===== config.mk =====
export PLATFORM = sky130hd
export DESIGN_NAME = instr_prefetch_buf
export DESIGN_NICKNAME = d
export VERILOG_FILES = /design/src/rtl/cpu_pkg.sv /design/src/rtl/prefetch_fifo.sv /design/src/rtl/instr_prefetch_buf.sv
export SDC_FILE = /design/constraint.sdc
export NUM_CORES = 1
export LEC_CHECK = 0
export BUFFER_PORTS_ARGS = -buffer_cell sky130_fd_sc_hd__clkbuf_2
export CAP_MARGIN = 20
export CORE_MARGIN = 1.5
export CORE_UTILIZATION = 63
export CTS_CLUSTER_SIZE = 20
export DETAILED_ROUTE_END_ITERATION = 10
export PLACE_DENSITY = 0.85
export SLEW_MARGIN = 20
export SYNTH_ARGS = -nofsm -noshare
export SYNTH_HDL_FRONTEND = slang
export SYNTH_SLANG_ARGS = --single-unit

===== constraint.sdc =====
create_clock -name clk_i -period 6.3 [get_ports clk_i]
set_input_delay 0.315 -clock clk_i [delete_from_list [all_inputs] [get_ports clk_i]]
set_output_delay 0.315 -clock clk_i [all_outputs]
set_load 0.01 [all_outputs]

===== src/rtl/cpu_pkg.sv =====
// Shared CPU front-end types: fetch FSM states, fetch queue entry, word alignment.
package cpu_pkg;
    localparam int INSTR_W = 32;
    localparam int PC_W    = 32;
    localparam logic [INSTR_W-1:0] NOP_INSTR = 32'h0;

    typedef enum logic [1:0] {
        IDLE = 2'd0,
        WAIT = 2'd1,
        DROP = 2'd2
    } fetch_state_t;

    typedef struct packed {
        logic [PC_W-1:0]    pc;
        logic [INSTR_W-1:0] instr;
    } fetch_entry_t;

    function automatic logic [PC_W-1:0] align_pc(input logic [PC_W-1:0] pc);
        return pc & {{(PC_W-2){1'b1}}, 2'b00};
    endfunction
endpackage


===== src/rtl/prefetch_fifo.sv =====
// Synchronous FIFO holding {pc, instr} pairs; flush empties it in one cycle.
module prefetch_fifo #(
    parameter int DEPTH = 4,
    parameter int WIDTH = 64
) (
    input  logic                     clk_i,
    input  logic                     rst_i,
    input  logic                     push_i,
    input  logic [WIDTH-1:0]         push_data_i,
    input  logic                     pop_i,
    input  logic                     flush_i,
    output logic [WIDTH-1:0]         head_o,
    output logic                     full_o,
    output logic                     empty_o,
    output logic [$clog2(DEPTH):0]   count_o
);
    localparam int AW = $clog2(DEPTH);
    localparam int CW = AW + 1;

    logic [WIDTH-1:0] r_mem [DEPTH];
    logic [AW-1:0]    r_wr_ptr;
    logic [AW-1:0]    r_rd_ptr;
    logic [CW-1:0]    r_count;
    logic             w_do_push;
    logic             w_do_pop;

    // A push into a full FIFO is legal only when the head leaves in the same cycle.
    assign w_do_pop  = pop_i && (r_count != '0);
    assign w_do_push = push_i && (!full_o || w_do_pop);

    always_ff @(posedge clk_i) begin
        if (!rst_i || flush_i) begin
            r_wr_ptr <= '0;
            r_rd_ptr <= '0;
            r_count  <= '0;
        end else begin
            if (w_do_push) r_wr_ptr <= r_wr_ptr + AW'(1);
            if (w_do_pop)  r_rd_ptr <= r_rd_ptr + AW'(1);
            unique case ({w_do_push, w_do_pop})
                2'b10:   r_count <= r_count + CW'(1);
                2'b01:   r_count <= r_count - CW'(1);
                default: r_count <= r_count;
            endcase
        end
    end

    always_ff @(posedge clk_i) begin
        if (w_do_push && !flush_i) r_mem[r_wr_ptr] <= push_data_i;
    end

    assign head_o  = r_mem[r_rd_ptr];
    assign full_o  = (r_count == CW'(DEPTH));
    assign empty_o = (r_count == '0);
    assign count_o = r_count;
endmodule


===== src/rtl/instr_prefetch_buf.sv =====
// Instruction prefetch buffer: owns the fetch PC, keeps one memory read outstanding,
// queues returned words with their PCs and hands them to the CPU; redirect flushes.
module instr_prefetch_buf
    import cpu_pkg::*;
#(
    parameter int          DEPTH    = 4,
    parameter logic [31:0] RESET_PC = 32'h0000_0000
) (
    input  logic                   clk_i,
    input  logic                   rst_i,
    output logic                   mem_req_o,
    output logic [PC_W-1:0]        mem_addr_o,
    input  logic                   mem_ack_i,
    input  logic [INSTR_W-1:0]     mem_data_i,
    output logic                   instr_valid_o,
    output logic [INSTR_W-1:0]     instr_o,
    output logic [PC_W-1:0]        instr_pc_o,
    input  logic                   instr_ready_i,
    input  logic                   redirect_i,
    input  logic [PC_W-1:0]        redirect_pc_i,
    output fetch_state_t           dbg_state_o,
    output logic [$clog2(DEPTH):0] dbg_count_o
);
    localparam int CW = $clog2(DEPTH) + 1;
    localparam logic [CW:0] DEPTH_LVL = (CW+1)'(DEPTH);

    fetch_state_t    r_state;
    fetch_state_t    w_state_nxt;
    logic [PC_W-1:0] r_fetch_pc;
    logic [PC_W-1:0] w_fetch_pc_nxt;
    logic [PC_W-1:0] r_addr;
    logic [PC_W-1:0] w_addr_nxt;
    logic [PC_W-1:0] w_redirect_pc;
    logic [PC_W-1:0] w_fetch_inc;
    logic            w_push;
    logic            w_pop;
    logic            w_full;
    logic            w_empty;
    logic [CW-1:0]   w_count;
    logic [CW:0]     w_level;
    logic            w_space;
    fetch_entry_t    w_push_entry;
    fetch_entry_t    w_head;

    // Handshakes: memory word transfers on mem_ack_i while mem_req_o is high (addr held
    // stable until then); CPU takes the head when instr_valid_o & instr_ready_i, unless
    // redirect_i is high in that cycle.
    assign w_redirect_pc = align_pc(redirect_pc_i);
    assign w_fetch_inc   = r_fetch_pc + PC_W'(4);
    assign w_pop         = !w_empty && instr_ready_i && !redirect_i;
    assign w_push        = (r_state == WAIT) && mem_ack_i && !redirect_i;
    assign w_push_entry  = '{pc: r_fetch_pc, instr: mem_data_i};

    // Occupancy after this cycle's push/pop; a new request needs a free slot in it.
    assign w_level = {1'b0, w_count} + {{CW{1'b0}}, w_push} - {{CW{1'b0}}, w_pop};
    assign w_space = (w_level < DEPTH_LVL);

    prefetch_fifo #(
        .DEPTH (DEPTH),
        .WIDTH (PC_W + INSTR_W)
    ) u_fifo (
        .clk_i       (clk_i),
        .rst_i       (rst_i),
        .push_i      (w_push),
        .push_data_i (w_push_entry),
        .pop_i       (w_pop),
        .flush_i     (redirect_i),
        .head_o      (w_head),
        .full_o      (w_full),
        .empty_o     (w_empty),
        .count_o     (w_count)
    );

    always_ff @(posedge clk_i) begin
        if (!rst_i) begin
            r_state    <= IDLE;
            r_fetch_pc <= RESET_PC;
            r_addr     <= RESET_PC;
        end else begin
            r_state    <= w_state_nxt;
            r_fetch_pc <= w_fetch_pc_nxt;
            r_addr     <= w_addr_nxt;
        end
    end

    // In DROP the bus still carries the stale address while fetch_pc already holds the new one.
    always_comb begin
        w_state_nxt    = r_state;
        w_fetch_pc_nxt = r_fetch_pc;
        w_addr_nxt     = r_addr;
        unique case (r_state)
            IDLE: begin
                if (redirect_i) begin
                    w_fetch_pc_nxt = w_redirect_pc;
                    w_addr_nxt     = w_redirect_pc;
                    w_state_nxt    = WAIT;
                end else if (w_space) begin
                    w_addr_nxt  = r_fetch_pc;
                    w_state_nxt = WAIT;
                end
            end
            WAIT: begin
                if (redirect_i) begin
                    w_fetch_pc_nxt = w_redirect_pc;
                    if (mem_ack_i) begin
                        w_addr_nxt  = w_redirect_pc;
                        w_state_nxt = WAIT;
                    end else begin
                        w_state_nxt = DROP;
                    end
                end else if (mem_ack_i) begin
                    w_fetch_pc_nxt = w_fetch_inc;
                    if (w_space) begin
                        w_addr_nxt  = w_fetch_inc;
                        w_state_nxt = WAIT;
                    end else begin
                        w_state_nxt = IDLE;
                    end
                end
            end
            DROP: begin
                if (redirect_i) begin
                    w_fetch_pc_nxt = w_redirect_pc;
                    if (mem_ack_i) begin
                        w_addr_nxt  = w_redirect_pc;
                        w_state_nxt = WAIT;
                    end
                end else if (mem_ack_i) begin
                    w_addr_nxt  = r_fetch_pc;
                    w_state_nxt = WAIT;
                end
            end
            default: w_state_nxt = IDLE;
        endcase
    end

    assign mem_req_o     = (r_state != IDLE);
    assign mem_addr_o    = r_addr;
    assign instr_valid_o = !w_empty;
    assign instr_o       = w_empty ? NOP_INSTR : w_head.instr;
    assign instr_pc_o    = w_empty ? '0 : w_head.pc;
    assign dbg_state_o   = r_state;
    assign dbg_count_o   = w_count;
endmodule


==> flow_metrics.py, run 1 <==
metrics = {
    "global_routing": {
        "use_met2_pct": 48.1,
        "antenna_found_initial": 1,
        "gr-usage-met1_pct": 38.8,
        "busiest_layer": "met2",
        "grt_overflow": 0,
        "grt_max_degree": 77,
        "grt_pass1_vias": 9803,
        "grt_pass1_wl_mm": 53.8,
        "grt_usage_pct": 28.6,
        "grt.met3_usage_pct": 3.79,
    },
    "run_status": {
        "status": "complete, no violations",
    },
    "synthesis": {
        "synth_edf_count": 248,
        "yosysWarningCount": 0,
        "yosysTopAreaCellShare_pct": 50.0,
        "ys_seq_elements": 321,
        "syn_area_per_cell_sq_um": 13.1,
        "synthArstFlopShare_pct": 0,
        "synth_seq_area_share_pct": 59.8,
        "ys_types": 69,
        "synth_top_area_cell": "edfxtp_1",
        "synth_area_sq_um": 14900,
        "synthFlopType": "edfxtp_1",
        "synth_area_leaders": "edfxtp_1, dfxtp_1, mux4_2",
        "synthCells": 1140,
    },
    "worst_setup_path": {
        "r2r_slack_ns": 2.25,
        "crit_path_cell_trace": "ha_1 > inv_1 > nor2_1 > nand2_1 > ha_1 > inv_1 > ha_1 > and3b_1 > or3_1 > a21oi_1 > o31a_1 > nand2_1 > o31ai_1",
        "arrival_ns": 4.53,
        "path_buf_inv": 2,
        "crit_start": "dbg_state_o[0]$_SDFFE_PN0P_",
        "cp-start-kind": "flip-flop",
        "cp.required_ns": 6.79,
        "max_stage_delay_ns": 0.77,
        "path_class": "flip-flop to flip-flop",
        "timing.rr.end": "mem_addr_o[22]$_SDFFE_PN0P_",
        "crit_path_frequent_cell": "ha_1",
        "cp_max_fo": 19,
        "reg2regPathDepth": 13,
        "r2r_start": "dbg_state_o[0]$_SDFFE_PN0P_",
        "crit_cells": 13,
        "crit_end": "mem_addr_o[22]$_SDFFE_PN0P_",
        "worstSetupEndpointType": "flip-flop",
        "path_delay_family": "compound AO/OA/AOI/OAI gates",
        "crit_slowest_cell": "o31a_1",
    },
    "pwr": {
        "vdd_ir_drop_max_mv": 0.166,
        "internal_power_uw": 3640,
        "power_frac_seq_pct": 51.0,
        "p_leak_uw": 0.00604,
        "p_sw_uw": 1220,
        "clkPwrFrac_pct": 37.8,
        "swShare_pct": 25.0,
        "pwr-share-comb_pct": 11.3,
        "power-per-cell-area_nw_per_um2": 283,
    },
    "clocking": {
        "cts_setup_buffers": 0,
        "root_buffer": "clkbuf_16",
        "clock_path_buffers": 3,
        "postCtsHoldBufs": 32,
        "clk_pin_slew_worst_paths_ns": 0.07,
        "insertion_delay_ns": 0.57,
        "cts.repair.resized": 0,
        "cts_tree": "done",
        "numCtsBuffers": 31,
        "cts.sinks": 321,
        "cts_max_level": 1,
    },
    "floorplan": {
        "die-area_sq_um": 24600,
        "start_util_pct": 63.9,
        "placementRows": 56,
        "io_pins": 172,
        "die_h_microns": 157,
        "die_w_microns": 157,
        "core_sq_um": 23300,
    },
    "layout": {
        "fin_cells": 1636,
        "drive_gt1_share_pct": 24.5,
        "area_delta_synth_final_pct": 15.1,
        "layout_common_cells": "edfxtp_1, clkbuf_2, nor2b_1, dfxtp_1, nor2_1",
        "fin_nets": 1374,
        "final_common_cell": "edfxtp_1",
        "final_area_sq_um": 17200,
    },
    "timing": {
        "rsz0062_at_grt": "no",
        "skew_ns": 0.0349,
        "slew_viol_final": 0,
        "max_freq_mhz": 247,
        "relSlewSlack_pct": 34.3,
        "setup_tns_ns": 0,
        "min_period_ns": 4.05,
        "tightest_slew_ns": 0.983,
        "setup_viol": 0,
        "period_share_pct": 64.2,
        "hold_viol": 0,
    },
    "detailed_routing": {
        "drc_errors": 0,
        "routed-via-count": 10400,
        "avgRoutedWirePerCell_microns": 21.6,
        "drtIter0Drc": 1099,
        "drt_pass1_iterations": 6,
        "ant_nets": 0,
        "drt-total-wl_mm": 35.4,
        "avgViaCountPerCell": 6.34,
    },
    "place": {
        "place_congestion": 0.908,
        "io_buffer_count": 167,
        "dp_hpwl_mm": 21.3,
        "dp_cells": 1545,
        "placed_cell_area_sq_um": 15800,
    },
    "worst_hold_path": {
        "min_path_type": "primary input to flip-flop",
        "holdPathStages": 3,
    },
    "run": {
        "maxCapViolCount": 0,
    },
}
==> worst register-to-register path, delay by kind of cell (launching register included) <==
family          cells  cell delay, ns
compound gates      3            1.46
simple gates        5            1.00
fa+ha+maj           3            0.80
flops               1            0.45
buf+inv             2            0.25
==> stage by stage <==
stage | util [%] | hold slack [ns] | worst slack, ns | power [uW]
2_1_floorplan | - | 0.414 | 2.54 | 2850
3_3_place_gp | 67.7 | 0.417 | 2.51 | 3010
3_5_place_dp | 67.8 | 0.417 | 2.34 | 3040
4_1_cts | 73.5 | 0.00832 | 2.28 | 4870
5_1_grt | 73.6 | 0.0462 | 1.94 | 5010
6_report | 73.6 | 0.0324 | 2.25 | 4860
==> registers in the layout (all words and copies together), names as in the netlist, named ones only <==
name / count
u_fifo.r_wr_ptr: 2
u_fifo.count_o: 3
u_fifo.r_mem: 248
mem_addr_o: 32
u_fifo.r_rd_ptr: 2
dbg_state_o: 2
r_fetch_pc: 30
==> worst min-delay path by stage <==
stage	startpoint	endpoint	slack, ns
after floorplan	mem_data_i[0]	u_fifo.r_mem[0][0]$_DFFE_PP_	0.41
after global placement	mem_addr_o[0]$_SDFFE_PN0P_	mem_addr_o[0]$_SDFFE_PN0P_	0.42
after detailed placement	mem_addr_o[1]$_SDFFE_PN0P_	mem_addr_o[1]$_SDFFE_PN0P_	0.42
after CTS	redirect_pc_i[3]	r_fetch_pc[3]$_SDFFE_PN0P_	0.008
after global routing	redirect_pc_i[3]	r_fetch_pc[3]$_SDFFE_PN0P_	0.05
final	redirect_pc_i[3]	r_fetch_pc[3]$_SDFFE_PN0P_	0.03
==> power by group through the flow <==
stage                     clock, uW  combinational, uW  sequential [uW]
after floorplan                   0                373             2480
after global placement            0                503             2510
after detailed placement          0                518             2520
after CTS                      1860                538             2470
after global routing           1930                596             2490
final                          1840                548             2480
==> layout make-up <==
class | instances | area (sq um)
Fill cell | 1491 | 6170
Clock buffer | 45 | 878
Clock inverter | 13 | 141
Multi-Input combinational cell | 697 | 5450
Tap cell | 319 | 399
Antenna cell | 1 | 2.50
Timing Repair Buffer | 216 | 1290
Inverter | 24 | 90.1
Sequential cell | 321 | 8910
==> layer usage <==
metal,routed length (microns),vias up
li1,-,4664
met1,13900,5046
met2,17400,588
met3,3060,81
met4,1010,0
met5,0,-
==> cell usage after synthesis, types with 16 or more instances <==
library cell,instances
a211oi_1,18
a21oi_1,50
a22oi_1,23
clkbuf_1,62
dfxtp_1,73
edfxtp_1,248
inv_1,24
mux2i_1,33
mux4_2,62
nand2_1,65
nand3_1,36
nor2_1,68
nor2b_1,76
nor3_1,16
o21ai_0,62
==> cells by family after synthesis <==
group / after synthesis / share of synthesized area (%)
flip-flops: 321 / 59.8
AND/OR/NAND/NOR: 318 / 11.2
other: 1 / 0.0252
AO/OA/AOI/OAI: 242 / 10.6
adder cells (fa/ha/maj): 14 / 1.23
buffers and inverters: 123 / 3.94
XOR/XNOR: 21 / 1.23
multiplexers: 100 / 12.0
(Power assumes the default switching activity.)
==> run 2: changes to the inputs <==
- CORE_UTILIZATION: 63 -> 59
- PLACE_DENSITY: 0.85 -> 0.8
- clock period: 6.3 -> 3.8 ns (I/O delays scaled with it)
==> run 2 against run 1 <==
  * Via count down 0.59%
  * Largest power group unchanged
  * Clock power up 67%
  * First-iteration DRC count down 5.7%
  * Cell area up 1.4%
  * Sequential share of layout area down 0.73 points
  * Critical endpoint is now mem_addr_o[21]$_SDFFE_PN0P_
  * Critical path type unchanged
  * Sequential power up 66%
==> flow_metrics.py, run 2 (synthesis gave the netlist of run 1 again) <==
metrics = {
    "run_status": {
        "status": "complete, no violations",
    },
    "clocking": {
        "clock_path_buffers": 3,
        "cts_tree": "done",
        "numCtsBuffers": 31,
        "clk_pin_slew_worst_paths_ns": 0.07,
        "cts.repair.resized": 0,
        "cts_max_level": 1,
        "root_buffer": "clkbuf_16",
        "cts.sinks": 321,
        "insertion_delay_ns": 0.56,
    },
    "floorplan": {
        "io_pins": 172,
        "placementRows": 57,
        "die_w_microns": 162,
        "die-area_sq_um": 26200,
        "die_h_microns": 162,
        "start_util_pct": 60.8,
        "core_sq_um": 24500,
    },
    "timing": {
        "skew_ns": 0.0126,
        "hold_viol": 0,
        "period_share_pct": 88.3,
        "slew_viol_final": 0,
        "tightest_slew_ns": 0.987,
        "relSlewSlack_pct": 34.0,
        "hold-worst-slack_ns": 0.0326,
        "setup_viol": 0,
        "setup_tns_ns": 0,
        "max_freq_mhz": 298,
        "rsz0062_at_grt": "no",
        "min_period_ns": 3.35,
    },
    "worst_setup_path": {
        "arrival_ns": 3.81,
        "path_class": "flip-flop to flip-flop",
        "path_buf_inv": 4,
        "cp-start-kind": "flip-flop",
        "r2r_start": "dbg_state_o[1]$_SDFFE_PN0P_",
        "reg2regPathDepth": 14,
        "worstSetupEndpointType": "flip-flop",
        "timing.rr.end": "mem_addr_o[21]$_SDFFE_PN0P_",
        "cp_max_fo": 23,
        "crit_path_cell_trace": "inv_1 > ha_1 > inv_1 > nor2_1 > nand2_1 > ha_1 > inv_1 > ha_1 > and3b_1 > or3_1 > a21oi_1 > o31ai_4 > buf_4 > o41ai_1",
        "crit_slowest_cell": "dfxtp_1",
        "path_delay_family": "compound AO/OA/AOI/OAI gates",
        "cp.required_ns": 4.26,
        "max_stage_delay_ns": 0.47,
        "crit_start": "dbg_state_o[1]$_SDFFE_PN0P_",
        "r2r_slack_ns": 0.45,
    },
    "detailed_routing": {
        "drt-total-wl_mm": 34.9,
        "avgRoutedWirePerCell_microns": 21.0,
        "wl_met1_mm": 14.3,
        "met3_length_mm": 2.67,
        "route.met2.wl_mm": 17.2,
        "top_layer": "met4",
        "ant_nets": 0,
        "drt_pass1_iterations": 5,
        "avgViaCountPerCell": 6.22,
        "drc_errors": 0,
        "drtIter0Drc": 1036,
        "routed-via-count": 10300,
    },
    "layout": {
        "num_antenna_cells": 0,
        "drive_gt1_share_pct": 24.9,
        "final_area_sq_um": 17400,
        "regMostFlops": "u_fifo.r_mem",
        "area_delta_synth_final_pct": 16.8,
        "layout_common_cells": "edfxtp_1, clkbuf_2, nor2b_1, dfxtp_1, nor2_1",
        "final_common_cell": "edfxtp_1",
        "largest_reg_flops": 248,
        "fin_nets": 1394,
        "nFillCells": 1644,
    },
    "place": {
        "io_buffer_count": 167,
        "place_congestion": 0.896,
        "dp_hpwl_mm": 21.8,
        "placed_cell_area_sq_um": 16000,
    },
    "global_routing": {
        "grt_max_degree": 77,
        "antenna_found_initial": 0,
        "grt_usage_pct": 27.0,
        "grt_pass1_vias": 10000,
        "grt_overflow": 0,
        "grt_pass1_wl_mm": 55.3,
    },
    "pwr": {
        "internal_power_uw": 6120,
        "clkPwrFrac_pct": 37.8,
        "vdd_ir_drop_max_mv": 0.353,
        "p_leak_uw": 0.00615,
        "power-per-cell-area_nw_per_um2": 466,
        "swShare_pct": 24.6,
        "pwr-share-comb_pct": 11.5,
        "p_total_uw": 8110,
        "p_sw_uw": 1990,
        "power_frac_seq_pct": 50.6,
    },
    "worst_hold_path": {
        "holdPathEnd": "r_fetch_pc[14]$_SDFFE_PN0P_",
        "hold_start": "redirect_pc_i[14]",
        "holdPathStages": 4,
        "min_path_type": "primary input to flip-flop",
    },
    "run": {
        "maxCapViolCount": 0,
    },
}
## run 2: changes by cell type in the layout (fill, tap and decap cells not counted), sizes merged
cell         delta
dlygate4sd3     +7
buf            +13
diode           -1
clkbuf          +1
bufinv          +1
clkinv          -3
## run 2: layout make-up
| class | count | area [sq um] | area share [%] |
|---|---|---|---|
| Clock inverter | 11 | 140 | 0.805 |
| Clock buffer | 46 | 882 | 5.07 |
| Tap cell | 324 | 405 | 2.33 |
| Multi-Input combinational cell | 697 | 5450 | 31.3 |
| Timing Repair Buffer | 236 | 1530 | 8.77 |
| Sequential cell | 321 | 8910 | 51.2 |
| Inverter | 24 | 90.1 | 0.518 |
## run 2: how the worst max path moves through the flow
stage                                   end  slack, ns  cells after the start
2_1_floorplan  u_fifo.r_mem[1][0]$_DFFE_PP_       0.04                      8
3_3_place_gp    mem_addr_o[16]$_SDFFE_PN0P_       0.65                     14
3_5_place_dp    mem_addr_o[19]$_SDFFE_PN0P_       0.53                     14
4_1_cts         mem_addr_o[19]$_SDFFE_PN0P_       0.50                     14
5_1_grt         mem_addr_o[20]$_SDFFE_PN0P_       0.16                     14
6_report        mem_addr_o[21]$_SDFFE_PN0P_       0.45                     14
## run 2: power groups by stage
stage	clock network, uW	registers [uW]	logic [uW]
finish	3070	4110	934
global route	3240	4120	1020
CTS	3110	4100	923
detailed placement	0	4170	884
global placement	0	4160	864
floorplan	0	4110	619
## run 2: stage by stage
| step | setup slack [ns] | utilization [%] | std cells |
|---|---|---|---|
| 2_1_floorplan | 0.0405 | - | 1141 |
| 3_3_place_gp | 0.648 | 65.2 | 1563 |
| 3_5_place_dp | 0.526 | 65.2 | 1563 |
| 4_1_cts | 0.495 | 70.9 | 1659 |
| 5_1_grt | 0.161 | 71.0 | 1659 |
| 6_report | 0.446 | 71.0 | 1659 |
## run 2: what timing repair did
item | in CTS | in global routing
setup endpoints to repair | 0 | 0
hold buffers | 39 | 0
hold endpoints to repair | 135 | 0
setup buffers | 0 | 0
## run 2: layer usage
| layer | track usage [%] | vias up |
|---|---|---|
| met5 | 0 | - |
| met1 | 37.8 | 5053 |
| met4 | 7.51 | 0 |
| met3 | 3.01 | 63 |
| met2 | 45.3 | 503 |
| li1 | - | 4699 |
## run 2: worst register-to-register path, stage by stage, from the launching register on
cell and delay [ns]:
dfxtp_1 0.47, inv_1 0.11, ha_1 0.20, inv_1 0.16, nor2_1 0.09, nand2_1 0.10
ha_1 0.15, inv_1 0.04, ha_1 0.25, and3b_1 0.17, or3_1 0.31, a21oi_1 0.41
o31ai_4 0.16, buf_4 0.27, o41ai_1 0.37
